--- src/rtl/heichips25_result_collector.sv ---
// Result collector for the 4-bit systolic-array multiplier: FWFT FIFO with a valid/ready output, frame marking and a sticky overflow flag.
// Optional per-frame checksum word enabled by defining COLLECT_CHECKSUM_EN.
module heichips25_result_collector #(
  parameter int unsigned OUTWIDTH   = 8,
  parameter int unsigned FRAME_LEN  = 4,
  parameter int unsigned FIFO_DEPTH = 8
) (
  input  logic                          clk,
  input  logic                          reset,
  input  logic [OUTWIDTH-1:0]           results,
  input  logic                          valid_out,
  input  logic                          clear,
  output logic [OUTWIDTH-1:0]           out_data,
  output logic                          out_valid,
  input  logic                          out_ready,
  output logic                          out_last,
  output logic [$clog2(FIFO_DEPTH):0]   level,
  output logic                          overflow
);

  localparam int unsigned PW  = $clog2(FIFO_DEPTH);
  localparam int unsigned LW  = PW + 1;
  localparam int unsigned FCW = $clog2(FRAME_LEN);
  localparam logic [FCW-1:0] FC_LAST  = FCW'(FRAME_LEN - 1);
  localparam logic [LW-1:0]  LVL_FULL = LW'(FIFO_DEPTH);

`ifdef COLLECT_CHECKSUM_EN
  typedef enum logic {STREAM, CKSUM} state_t;
  state_t              state, state_n;
  logic [OUTWIDTH-1:0] csum, csum_n;
`endif

  logic [OUTWIDTH-1:0] mem [FIFO_DEPTH];
  logic [PW-1:0]       wr_ptr, wr_ptr_n, rd_ptr, rd_ptr_n;
  logic [FCW-1:0]      fcnt, fcnt_n;
  logic [LW-1:0]       level_n;
  logic                overflow_n, out_valid_n, out_last_n;
  logic [OUTWIDTH-1:0] out_data_n, head_n;
  logic                full, pop, push_ok, drop;

  // Next-state and next-output computation; outputs are registered from these.
  always_comb begin
    wr_ptr_n    = wr_ptr;
    rd_ptr_n    = rd_ptr;
    level_n     = level;
    fcnt_n      = fcnt;
    overflow_n  = overflow;
    out_valid_n = 1'b0;
    out_last_n  = 1'b0;
    out_data_n  = '0;
    full        = (level == LVL_FULL);
`ifdef COLLECT_CHECKSUM_EN
    state_n     = state;
    csum_n      = csum;
    pop         = (state == STREAM) && out_valid && out_ready;
`else
    pop         = out_valid && out_ready;
`endif
    push_ok     = valid_out && !clear && (!full || pop);
    drop        = valid_out && !clear && full && !pop;

    if (clear) begin
      wr_ptr_n   = '0;
      rd_ptr_n   = '0;
      level_n    = '0;
      fcnt_n     = '0;
      overflow_n = 1'b0;
`ifdef COLLECT_CHECKSUM_EN
      state_n    = STREAM;
      csum_n     = '0;
`endif
    end else begin
      if (push_ok) wr_ptr_n = wr_ptr + PW'(1);
      if (pop)     rd_ptr_n = rd_ptr + PW'(1);
      if (push_ok && !pop)      level_n = level + LW'(1);
      else if (pop && !push_ok) level_n = level - LW'(1);
      if (drop) overflow_n = 1'b1;
      if (pop)  fcnt_n = (fcnt == FC_LAST) ? '0 : fcnt + FCW'(1);
`ifdef COLLECT_CHECKSUM_EN
      if (pop) begin
        csum_n = csum + out_data;
        if (fcnt == FC_LAST) state_n = CKSUM;
      end
      if (state == CKSUM && out_ready) begin
        csum_n  = '0;
        state_n = STREAM;
      end
`endif
    end

    // Head after this edge, bypassing the word being written into an empty slot.
    head_n = (push_ok && (wr_ptr == rd_ptr_n)) ? results : mem[rd_ptr_n];

`ifdef COLLECT_CHECKSUM_EN
    if (state_n == CKSUM) begin
      out_valid_n = 1'b1;
      out_last_n  = 1'b1;
      out_data_n  = csum_n;
    end else begin
      out_valid_n = (level_n != '0);
      out_data_n  = head_n;
    end
`else
    out_valid_n = (level_n != '0);
    out_last_n  = out_valid_n && (fcnt_n == FC_LAST);
    out_data_n  = head_n;
`endif
  end

  // Control and output registers.
  always_ff @(posedge clk or posedge reset) begin
    if (reset) begin
      wr_ptr    <= '0;
      rd_ptr    <= '0;
      fcnt      <= '0;
      level     <= '0;
      overflow  <= 1'b0;
      out_valid <= 1'b0;
      out_last  <= 1'b0;
      out_data  <= '0;
`ifdef COLLECT_CHECKSUM_EN
      state     <= STREAM;
      csum      <= '0;
`endif
    end else begin
      wr_ptr    <= wr_ptr_n;
      rd_ptr    <= rd_ptr_n;
      fcnt      <= fcnt_n;
      level     <= level_n;
      overflow  <= overflow_n;
      out_valid <= out_valid_n;
      out_last  <= out_last_n;
      out_data  <= out_data_n;
`ifdef COLLECT_CHECKSUM_EN
      state     <= state_n;
      csum      <= csum_n;
`endif
    end
  end

  // FIFO storage.
  always_ff @(posedge clk or posedge reset) begin
    if (reset) begin
      for (int i = 0; i < int'(FIFO_DEPTH); i++) mem[i] <= '0;
    end else if (push_ok) begin
      mem[wr_ptr] <= results;
    end
  end

endmodule

--- config.mk ---
export PLATFORM = sky130hd
export DESIGN_NAME = heichips25_result_collector
export DESIGN_NICKNAME = d
export VERILOG_FILES = /design/src/rtl/heichips25_result_collector.sv
export SDC_FILE = /design/constraint.sdc
export NUM_CORES = 1
export LEC_CHECK = 0
export CELL_PAD_IN_SITES_DETAIL_PLACEMENT = 0
export CELL_PAD_IN_SITES_GLOBAL_PLACEMENT = 2
export CORE_MARGIN = 5
export CORE_UTILIZATION = 37
export DETAILED_ROUTE_END_ITERATION = 7
export GPL_ROUTABILITY_DRIVEN = 1
export HOLD_SLACK_MARGIN = 0.1
export PLACE_DENSITY_LB_ADDON = 0.1
export SLEW_MARGIN = 0
export SYNTH_ARGS = -nofsm -noshare
export SYNTH_HDL_FRONTEND = slang
export SYNTH_SLANG_ARGS = --single-unit
--- constraint.sdc ---
create_clock -name clk -period 2.4 [get_ports clk]
set_input_delay 0.24 -clock clk [delete_from_list [all_inputs] [get_ports clk]]
set_output_delay 0.24 -clock clk [all_outputs]
set_load 0.005 [all_outputs]
==> metrics.md, run 1 <==
| Metric | Value |
|---|---|
| Run status | finished, final reports clean |
| Die width | between 100 and 150 um |
| Total Power | ~4.7 mW |
| Worst setup EP type | flip-flop |
| Final hold vios | 0 |
| Max FO, Critical Path | 21 |
| Unrepaired setup endpoints after global routing | false |
| Vias in the first global route | roughly 3.3k |
| Root Buffer | clkbuf_16 |
| Drt initial violations | roughly 210 |
| Post-Syn Nets | between 300 and 400 |
| Final hold slack | about 0.32 ns |
| Top FF cell, synth | dfrtp_1 |
| Max Clock Freq | 0.444 GHz |
| Max-cap violation count | 0 |
| Core Util, Final | between 40% and 50% |
| Antenna violations before repair | 0 |
| ANT cells | 0 |
| Starting Density | between 30% and 40% |
| Largest net degree at the start of global routing | 35 |
| Pins Over Slew Limit | 0 |
| Most common cell after layout, fill and taps aside | dfrtp_1 |
| Clk_lat worst skew | between 0.3 and 0.4 ns |
| #FFs+latches synth | 87 |
| Most frequent cells in the layout | dfrtp_1, mux2_2, buf_4, o211a_1, a2111oi_0 |
| Placed insts | 529 |
| Critical Path RT | ~2.6 ns |
| Ports | 28 |
| Sequential area share after synthesis | between 50% and 60% |
| Number of synthesized flops with an enable pin | 0 |
| Cells after Synth | between 300 and 400 |
| DRC Markers | 0 |
| Vias | just over 3k |
| WL final | around 11000 um |
| Die area | roughly 14000 um2 |
| Total Nets Final | just over 400 |
| Fraction of final layout cells sized beyond drive strength 1 | around a third |
| Core area | between 10000 and 15000 um2 |
| Syn Area/Cell | 12.7 um2 |
| CTS tree | yes |
| Post-route insts no fill | ~550 |
| Clock skew | around 0.0094 ns |
| Hold Buf Count CTS | 0 |
| Clock tree buffer depth | 2 |
| Crit path DAT | 2.48 ns |
| Via-per-instance ratio | 5.64 |
| CTS H-tree depth | 3 |
| # setup viols final | 0 |
| Drt wl/cell | slightly above 20 um |
| Distinct cells, synth | 43 |
| Critical path class | in -> reg |
| Final min period | around 2.3 ns |
| Peak VDD IR | ~510 uV |
| Gr usage total | about 17% |
| Port bufs | 27 |
| CTS Buf Count | 9 |
| Area delta synth->final | 24.1% |
| Worst Max-Slew Pin Slew | about 0.61 ns |
| Reg clk slew, reported paths | about 0.06 ns |
| Max_slew headroom | between 50% and 60% |
| Grt total ovfl | 0 |
| First-pass GRT wire length | ~18000 um |
| Post-DP HPWL | ~7300 um |
| Setup tns final | 0 ns |
| DRT antenna net count | 0 |
| DRT Pass-1 Iters | 4 |
| Fillers | approximately 1.0k |
| Post-CTS setup buffers | 0 |
| PD cells | roughly 900 nW/um2 |
| Final period utilization | between 90% and 100% |
| Row cnt | 39 |
| Chip height | between 100 and 150 um |
| Crit start category | primary input |
| FFs w/ async S/R, synth | 100% |
| LEAKAGE | approximately 2.6 nW |
| Total number of yosys warnings | 0 |
| Synth Cell Area | roughly 4300 um2 |
| Hold WC Path Type | in -> async |
| Clk sink count | just under 90 |
| Post-CTS Resized | 0 |
| Routability Congestion | around 0.77 |
-- through the flow --
step / instance area (um2) / setup slack [ns]
after global routing: 5360 / 0.00318
after floorplan: 4320 / 0.315
final: 5360 / 0.145
after detailed placement: 5090 / -0.218
after global placement: 5090 / -0.121
after CTS: 5360 / 0.137
-- power by group --
group / switching (mW) / internal, mW / leakage, nW / total, mW
clock: 0.564 / 0.729 / 0.134 / 1.29
sequential: 0.201 / 1.81 / 1.14 / 2.01
combinational: 0.614 / 0.797 / 1.31 / 1.41
total: 1.38 / 3.34 / 2.58 / 4.72
-- sequential cells by signal, indices dropped and copies added (netlist names) --
name       flops
level          4
wr_ptr         3
out_last       1
rd_ptr         3
out_data       8
mem           64
overflow       1
out_valid      1
fcnt           2
-- critical path: stages --
cell             delay, ns
clkdlybuf4s50_1       0.62
nand4bb_1             0.26
buf_4                 0.30
buf_4                 0.16
o211a_1               0.11
a2111oi_0             0.40
nor4_1                0.09
mux2_2                0.28
-- Yosys cell counts (2+ instances only) --
library cell,n,share of area (%)
dfrtp_1,87,50
mux2_2,72,19
o211a_1,32,7.4
a2111oi_0,31,6.3
nor2_1,14,1.2
clkbuf_1,12,1.0
buf_2,8,0.93
nor4_1,8,1.2
nand2_1,7,0.61
a21oi_1,6,0.70
ha_1,5,1.4
xnor2_1,5,1.0
buf_6,4,1.0
inv_1,4,0.35
nand4_1,4,0.58
and3_1,3,0.43
nand3_1,3,0.35
nor3_1,3,0.35
xor2_1,3,0.61
a211oi_1,2,0.35
a32oi_1,2,0.41
inv_2,2,0.17
nor2b_1,2,0.29
-- path summary, 6_finish.rpt --
kind	end	start	slack, ns	depth (start not counted)
setup / recovery	out_data[5]	out_ready	0.15	8
hold / removal	out_data[4]	reset	0.32	2
setup reg to reg	out_data[7]	rd_ptr[0]	0.16	8
hold reg to reg	overflow	overflow	0.50	2
max in group asynchronous	mem[23]	reset	1.51	3
min in group clk	overflow	overflow	0.50	2
-- final cells by class --
class	instances	area (um2)	share of cell area [%]
clock inverters	3	18.8	0.350
inverters	6	26.3	0.490
flip-flops and latches	87	2180	40.6
well taps	143	179	3.34
clock buffers	13	250	4.67
multi-input cells	220	1980	36.9
repair buffers	73	728	13.6
-- layer usage --
layer  global-route usage, %  vias to the layer above  share of wire [%]
met1                    23.0                     1566                 48
met2                    26.4                       57                 47
li1                        -                     1440                  -
met5                       0                        -                  0
met3                    4.90                       12                3.9
met4                    4.87                        0                1.3
-- cells by family (layout without fill, tap and decap cells) --
kind of cell | Yosys count | in the layout | share of synthesized area (%)
adder cells (fa/ha/maj) | 5 | 5 | 1.45
AO/OA/AOI/OAI | 83 | 83 | 17.1
buffers and inverters | 32 | 95 | 3.82
XOR/XNOR | 8 | 8 | 1.62
flip-flops | 87 | 87 | 50.4
AND/OR/NAND/NOR | 51 | 51 | 6.34
multiplexers | 73 | 73 | 19.3
No activity file was read; power rests on OpenSTA's default activity.
==> run 2: changes to the inputs <==
--- a/config.mk
+++ b/config.mk
@@ -8,12 +8,14 @@
 export CELL_PAD_IN_SITES_DETAIL_PLACEMENT = 0
 export CELL_PAD_IN_SITES_GLOBAL_PLACEMENT = 2
 export CORE_MARGIN = 5
-export CORE_UTILIZATION = 37
+export CORE_UTILIZATION = 39
+export CTS_BUF_LIST = sky130_fd_sc_hd__clkbuf_4
+export CTS_CLUSTER_DIAMETER = 30
 export DETAILED_ROUTE_END_ITERATION = 7
 export GPL_ROUTABILITY_DRIVEN = 1
 export HOLD_SLACK_MARGIN = 0.1
 export PLACE_DENSITY_LB_ADDON = 0.1
-export SLEW_MARGIN = 0
+export SLEW_MARGIN = 5
 export SYNTH_ARGS = -nofsm -noshare
 export SYNTH_HDL_FRONTEND = slang
 export SYNTH_SLANG_ARGS = --single-unit
==> run 2 against run 1 <==
Compared with the run above: largest power group unchanged; worst setup slack lost 0.071 ns; die area shrank 4.7%; global-route usage grew 0.43 points; first-iteration DRC count shrank 21%; sequential share of layout area grew 2.6 points; maximum frequency shrank 3.1%; critical path depth shrank 1.
==> metrics.md, run 2 (same netlist as run 1, synthesis figures left out) <==
| Metric | Value |
|---|---|
| Critical Path RT | 2.73 ns (was 2.63 ns) |
| DRT antenna net count | 0 (unchanged) |
| Crit path launch | rd_ptr[0] (was out_ready) |
| Area delta synth->final | 16.6% (was 24.1%) |
| Max FO, Critical Path | 16 (was 21) |
| Most common cell after layout, fill and taps aside | dfrtp_1 (unchanged) |
| CTS tree | yes (unchanged) |
| LEAKAGE | 2.42 nW (was 2.58 nW) |
| Peak VDD IR | 459 uV (was 509 uV) |
| Max-cap violation count | 0 (unchanged) |
| Clk sink count | 87 (unchanged) |
| CTS Buf Count | 9 (unchanged) |
| Top Registers | mem: 64 flops, out_data: 8 flops, level: 4 flops (unchanged) |
| R2R Setup Slk | 0.07 ns (was 0.16 ns) |
| Total Power | 4.04 mW (was 4.72 mW) |
| Final min period | 2.33 ns (was 2.25 ns) |
| Clk_lat worst skew | 0.44 ns (was 0.35 ns) |
| Post-CTS Resized | 0 (unchanged) |
| Routability Congestion | 0.734 (was 0.772) |
| Antenna violations before repair | 0 (unchanged) |
| Post-DP HPWL | 6830 um (was 7260 um) |
| Final period utilization | 96.9% (was 93.9%) |
| Row cnt | 38 (was 39) |
| Vias | 3026 (was 3075) |
| Die width | 115 um (was 118 um) |
| Critical Path End | out_data[0] (was out_data[5]) |
| Fillers | 1000 (was 1046) |
| Reg clk slew, reported paths | 0.14 ns (was 0.06 ns) |
| Drt wl/cell | 20.2 um (was 20.4 um) |
| Final hold slack | 0.269 ns (was 0.320 ns) |
| Register area | 2180 um2 (unchanged) |
| Fraction of final layout cells sized beyond drive strength 1 | 32.4% (was 34.3%) |
| Crit path DAT | 2.65 ns (was 2.48 ns) |
| Core area | 10800 um2 (was 11400 um2) |
| Vias in the first global route | 3058 (was 3255) |
| Critical path class | reg -> reg (was in -> reg) |
| Via-per-instance ratio | 5.72 (was 5.64) |
| DRT Pass-1 Iters | 5 (was 4) |
| Setup slack after layout | 0.0741 ns (was 0.145 ns) |
| First-pass GRT wire length | 17400 um (was 18400 um) |
| WL final | 10700 um (was 11100 um) |
| CTS H-tree depth | 3 (unchanged) |
| Starting Density | 39.8% (was 37.8%) |
| Post-CTS setup buffers | 0 (unchanged) |
| # setup viols final | 0 (unchanged) |
| Worst setup EP type | flip-flop (unchanged) |
| ANT cells | 0 (unchanged) |
| FF-to-FF Start | rd_ptr[0] (unchanged) |
| Clock tree buffer depth | 2 (unchanged) |
| Max_slew headroom | 58.1% (was 59.1%) |
| Clock skew | 0.0178 ns (was 0.00945 ns) |
| Grt total ovfl | 0 (unchanged) |
| Most frequent cells in the layout | dfrtp_1, mux2_2, o211a_1, a2111oi_0, buf_4 (was dfrtp_1, mux2_2, buf_4, o211a_1, a2111oi_0) |
| Unrepaired setup endpoints after global routing | false (unchanged) |
| Gr usage total | 17.4% (was 17.0%) |
| Design Area, Final | 5040 um2 (was 5360 um2) |
| Port bufs | 27 (unchanged) |
| Worst r2r dst | out_data[0] (was out_data[7]) |
| Max reg flops | 64 (unchanged) |
| Die area | 13300 um2 (was 13900 um2) |
| Multi-input gate area | 1980 um2 (about the same) |
| Pins Over Slew Limit | 0 (unchanged) |
| Run status | finished, final reports clean (unchanged) |
| Setup tns final | 0 ns (unchanged) |
| Area after DPL | 4920 um2 (was 5090 um2) |
| Final hold vios | 0 (unchanged) |
| Hold WC Path Type | in -> async (unchanged) |
| Dpl ws | -0.140 ns (was -0.218 ns) |
| Crit start category | flip-flop (was primary input) |
| Max Clock Freq | 0.430 GHz (was 0.444 GHz) |
| Chip height | 115 um (was 118 um) |
| FF-to-FF path depth | 7 (was 8) |
| Biggest register | mem (unchanged) |
| Drt initial violations | 165 (was 209) |
| DRC Markers | 0 (unchanged) |
| Total Nets Final | 402 (was 415) |
| Worst Max-Slew Pin Slew | 0.613 ns (about the same) |
| Ports | 28 (unchanged) |
| PD cells | 802 nW/um2 (was 880 nW/um2) |
| Hold Buf Count CTS | 0 (unchanged) |
| Largest net degree at the start of global routing | 88 (was 35) |
| Root Buffer | clkbuf_4 (was clkbuf_16) |
-- run 2: changes by cell type in the layout (fill, tap and decap cells not counted) --
cell,delta
a2111oi_0,+1
a2111oi_1,-1
buf_12,-5
buf_4,-8
clkbuf_1,-3
clkbuf_16,-9
clkbuf_4,+10
clkbuf_8,-1
clkinv_1,+2
clkinv_2,-1
clkinv_4,+1
clkinvlp_4,+1
-- run 2: cell type report --
cell class | count | area share, %
Inverter | 6 | 0.522
Timing Repair Buffer | 60 | 11.3
Sequential cell | 87 | 43.2
Clock inverter | 6 | 0.745
Multi-Input combinational cell | 220 | 39.3
Tap cell | 140 | 3.48
Clock buffer | 10 | 1.49
-- run 2: worst min path at each step --
stage | from | end | slack, ns | cells past startpoint
CTS | reset | mem[32] | 0.27 | 3
global placement | overflow | overflow | 0.48 | 2
global route | reset | mem[24] | 0.27 | 3
floorplan | valid_out | level[1] | 0.36 | 1
finish | reset | mem[40] | 0.27 | 3
detailed placement | mem[0] | mem[0] | 0.49 | 1
-- run 2: where the power goes --
group | total [mW] | leakage [nW] | switching, mW | internal [mW]
logic | 1.31 | 1.22 | 0.587 | 0.727
registers | 2.00 | 1.14 | 0.198 | 1.80
clock network | 0.723 | 0.0614 | 0.503 | 0.220
total | 4.04 | 2.42 | 1.29 | 2.75
-- run 2: through the flow --
stage | util [%] | std cells
2_1_floorplan | - | 339
3_3_place_gp | 45.4 | 513
3_5_place_dp | 45.4 | 513
4_1_cts | 46.5 | 529
5_1_grt | 46.5 | 529
6_report | 46.5 | 529
-- run 2: per-layer routing --
metal,wire (um),GRT usage (%),vias up
li1,-,-,1412
met4,117,5.63,0
met1,5150,24.4,1530
met2,4890,27.3,74
met5,0,0,-
met3,503,3.21,10
-- run 2: worst max-delay path, stage by stage, from the launching register on --
cell	delay [ns]
dfrtp_1	0.42
ha_1	0.20
and3_4	0.19
mux2i_4	0.18
buf_4	0.22
a2111oi_0	0.60
nor4_1	0.13
mux2_2	0.29
==> run 3: changes to the inputs <==
--- a/config.mk
+++ b/config.mk
@@ -7,7 +7,7 @@
 export LEC_CHECK = 0
 export CELL_PAD_IN_SITES_DETAIL_PLACEMENT = 0
 export CELL_PAD_IN_SITES_GLOBAL_PLACEMENT = 2
-export CORE_MARGIN = 5
+export CORE_MARGIN = 8
 export CORE_UTILIZATION = 39
 export CTS_BUF_LIST = sky130_fd_sc_hd__clkbuf_4
 export CTS_CLUSTER_DIAMETER = 30
==> run 3 against run 2 <==
Compared with the run above: clock skew down 0.0042 ns; die area up 11%; hold slack worse by 0.073 ns.
==> metrics.md, run 3 (same netlist as run 1, synthesis figures left out) <==
| Metric | Value |
|---|---|
| Grt total ovfl | 0 (unchanged) |
| Top sig layer | met4 (unchanged) |
| Starting Density | 39.8% (unchanged) |
| WL final | 11300 um (was 10700 um) |
| Crit path DAT | 2.60 ns (was 2.65 ns) |
| Top Registers | mem: 64 flops, out_data: 8 flops, level: 4 flops (unchanged) |
| DRC Markers | 0 (unchanged) |
| ANT cells | 0 (unchanged) |
| Pins Over Slew Limit | 0 (unchanged) |
| Final period utilization | 94.2% (was 96.9%) |
| Worst Max-Slew Pin Slew | 0.599 ns (was 0.613 ns) |
| Clk sink count | 87 (unchanged) |
| # setup viols final | 0 (unchanged) |
| Bufs and invs on worst path | 2 (was 1) |
| Total Power | 4.35 mW (was 4.04 mW) |
| DR WL met3 | 459 um (was 503 um) |
| PD cells | 831 nW/um2 (was 802 nW/um2) |
| Via-per-instance ratio | 5.67 (was 5.72) |
| Routability Congestion | 0.752 (was 0.734) |
| Fraction of final layout cells sized beyond drive strength 1 | 35.2% (was 32.4%) |
| Port bufs | 27 (unchanged) |
| FF-to-FF Start | rd_ptr[0] (unchanged) |
| Max FO, Critical Path | 10 (was 16) |
| Chip height | 121 um (was 115 um) |
| CTS tree | yes (unchanged) |
| Root Buffer | clkbuf_4 (unchanged) |
| LEAKAGE | 2.53 nW (was 2.42 nW) |
| Post-DP HPWL | 7830 um (was 6830 um) |
| Post-route insts no fill | 543 (was 529) |
| Vias in the first global route | 3229 (was 3058) |
| Max_slew headroom | 60.0% (was 58.1%) |
| Dpl ws | -0.175 ns (was -0.140 ns) |
| Placed insts | 528 (was 513) |
| Setup slack after layout | 0.139 ns (was 0.0741 ns) |
| Final hold vios | 0 (unchanged) |
| Ports | 28 (unchanged) |
| Wl on met1 | 5500 um (was 5150 um) |
| Clock tree buffer depth | 2 (unchanged) |
| Crit-path cells | ha_1 -> and3_1 -> o21bai_2 -> inv_2 -> buf_4 -> a2111oi_0 -> nor4_1 -> mux2_2 (was ha_1 -> and3_4 -> mux2i_4 -> buf_4 -> a2111oi_0 -> nor4_1 -> mux2_2) |
| DRT Pass-1 Iters | 4 (was 5) |
| Drt wl/cell | 20.9 um (was 20.2 um) |
| Largest delay share family, worst path | compound AO/OA/AOI/OAI gates (unchanged) |
| Row cnt | 38 (unchanged) |
| Max Clock Freq | 0.442 GHz (was 0.430 GHz) |
| Critical path class | reg -> reg (unchanged) |
| Post-CTS Resized | 0 (unchanged) |
| WL met2 | 5290 um (was 4890 um) |
| Final hold slack | 0.196 ns (was 0.269 ns) |
| Vias | 3077 (was 3026) |
| Most frequent cells in the layout | dfrtp_1, mux2_2, buf_4, o211a_1, a2111oi_0 (was dfrtp_1, mux2_2, o211a_1, a2111oi_0, buf_4) |
| Crit path launch | rd_ptr[0] (unchanged) |
| CTS H-tree depth | 3 (unchanged) |
| Post-CTS setup buffers | 0 (unchanged) |
| Final min period | 2.26 ns (was 2.33 ns) |
| Peak VDD IR | 414 uV (was 459 uV) |
| Gr usage total | 16.5% (was 17.4%) |
| Core area | 10800 um2 (unchanged) |
| Max-cap violation count | 0 (unchanged) |
| Critical Path RT | 2.74 ns (was 2.73 ns) |
| Clk_lat worst skew | 0.45 ns (was 0.44 ns) |
| Clock skew | 0.0136 ns (was 0.0178 ns) |
| Biggest register | mem (unchanged) |
| Max reg flops | 64 (unchanged) |
| Worst setup EP type | flip-flop (unchanged) |
| First-pass GRT wire length | 18600 um (was 17400 um) |
| Unrepaired setup endpoints after global routing | false (unchanged) |
| Drt initial violations | 212 (was 165) |
| Reg clk slew, reported paths | 0.14 ns (about the same) |
| DRT antenna net count | 0 (unchanged) |
| Die area | 14700 um2 (was 13300 um2) |
| Max incr delay on CP | 0.42 ns (was 0.60 ns) |
| Most common cell after layout, fill and taps aside | dfrtp_1 (unchanged) |
| Area delta synth->final | 21.1% (was 16.6%) |
| Crit start category | flip-flop (unchanged) |
| CP max stage cell | dfrtp_1 (was a2111oi_0) |
| CTS Buf Count | 9 (unchanged) |
| Total Nets Final | 417 (was 402) |
| Antenna violations before repair | 0 (unchanged) |
| Die width | 121 um (was 115 um) |
| Largest net degree at the start of global routing | 36 (was 88) |
| Run status | finished, final reports clean (unchanged) |
| Hold WC Path Type | in -> async (unchanged) |
| Hold Buf Count CTS | 0 (unchanged) |
run 3: changes by cell type in the layout (fill, tap and decap cells not counted), moves of 2 or more:
cell and change:
buf_4 +12, buf_12 +3, a2111oi_0 -2, a2111oi_1 +2, bufinv_16 +2, clkinv_1 -2
run 3: worst paths after layout:
kind                                     to  slack, ns  depth (start not counted)
worst max-delay path            out_data[7]       0.14                          8
worst min-delay path                mem[13]       0.20                          2
worst max register to register  out_data[7]       0.14                          8
worst min register to register     overflow       0.52                          2
max in group asynchronous           mem[41]       1.63                          3
min in group clk                   overflow       0.52                          2
run 3: layer usage:
| metal | up-vias | global-route usage (%) |
|---|---|---|
| met5 | - | 0 |
| met4 | 0 | 4.09 |
| met3 | 6 | 4.61 |
| met2 | 53 | 25.8 |
| met1 | 1580 | 22.2 |
| li1 | 1438 | - |
run 3: report_power, final:
part	internal [mW]	total (mW)	leakage (nW)	switching, mW
Sequential	1.81	2.01	1.14	0.207
Clock	0.415	0.933	0.0818	0.518
Combinational	0.789	1.40	1.30	0.613
run 3: through the flow:
| stage | instance area, um2 | TNS (ns) | utilization (%) |
|---|---|---|---|
| finish | 5230 | 0 | 48.3 |
| global route | 5230 | 0 | 48.3 |
| CTS | 5230 | 0 | 48.2 |
| detailed placement | 5070 | -0.398 | 46.8 |
| global placement | 5070 | -0.433 | 46.8 |
| floorplan | 4320 | 0 | - |
run 3: area by class of cell:
type,count,area (um2)
clock buffers,9,67.6
clock inverters,6,86.3
fillers,1003,5610
inverters,6,26.3
multi-input cells,220,1980
flip-flops and latches,87,2180
well taps,140,175
repair buffers,75,718
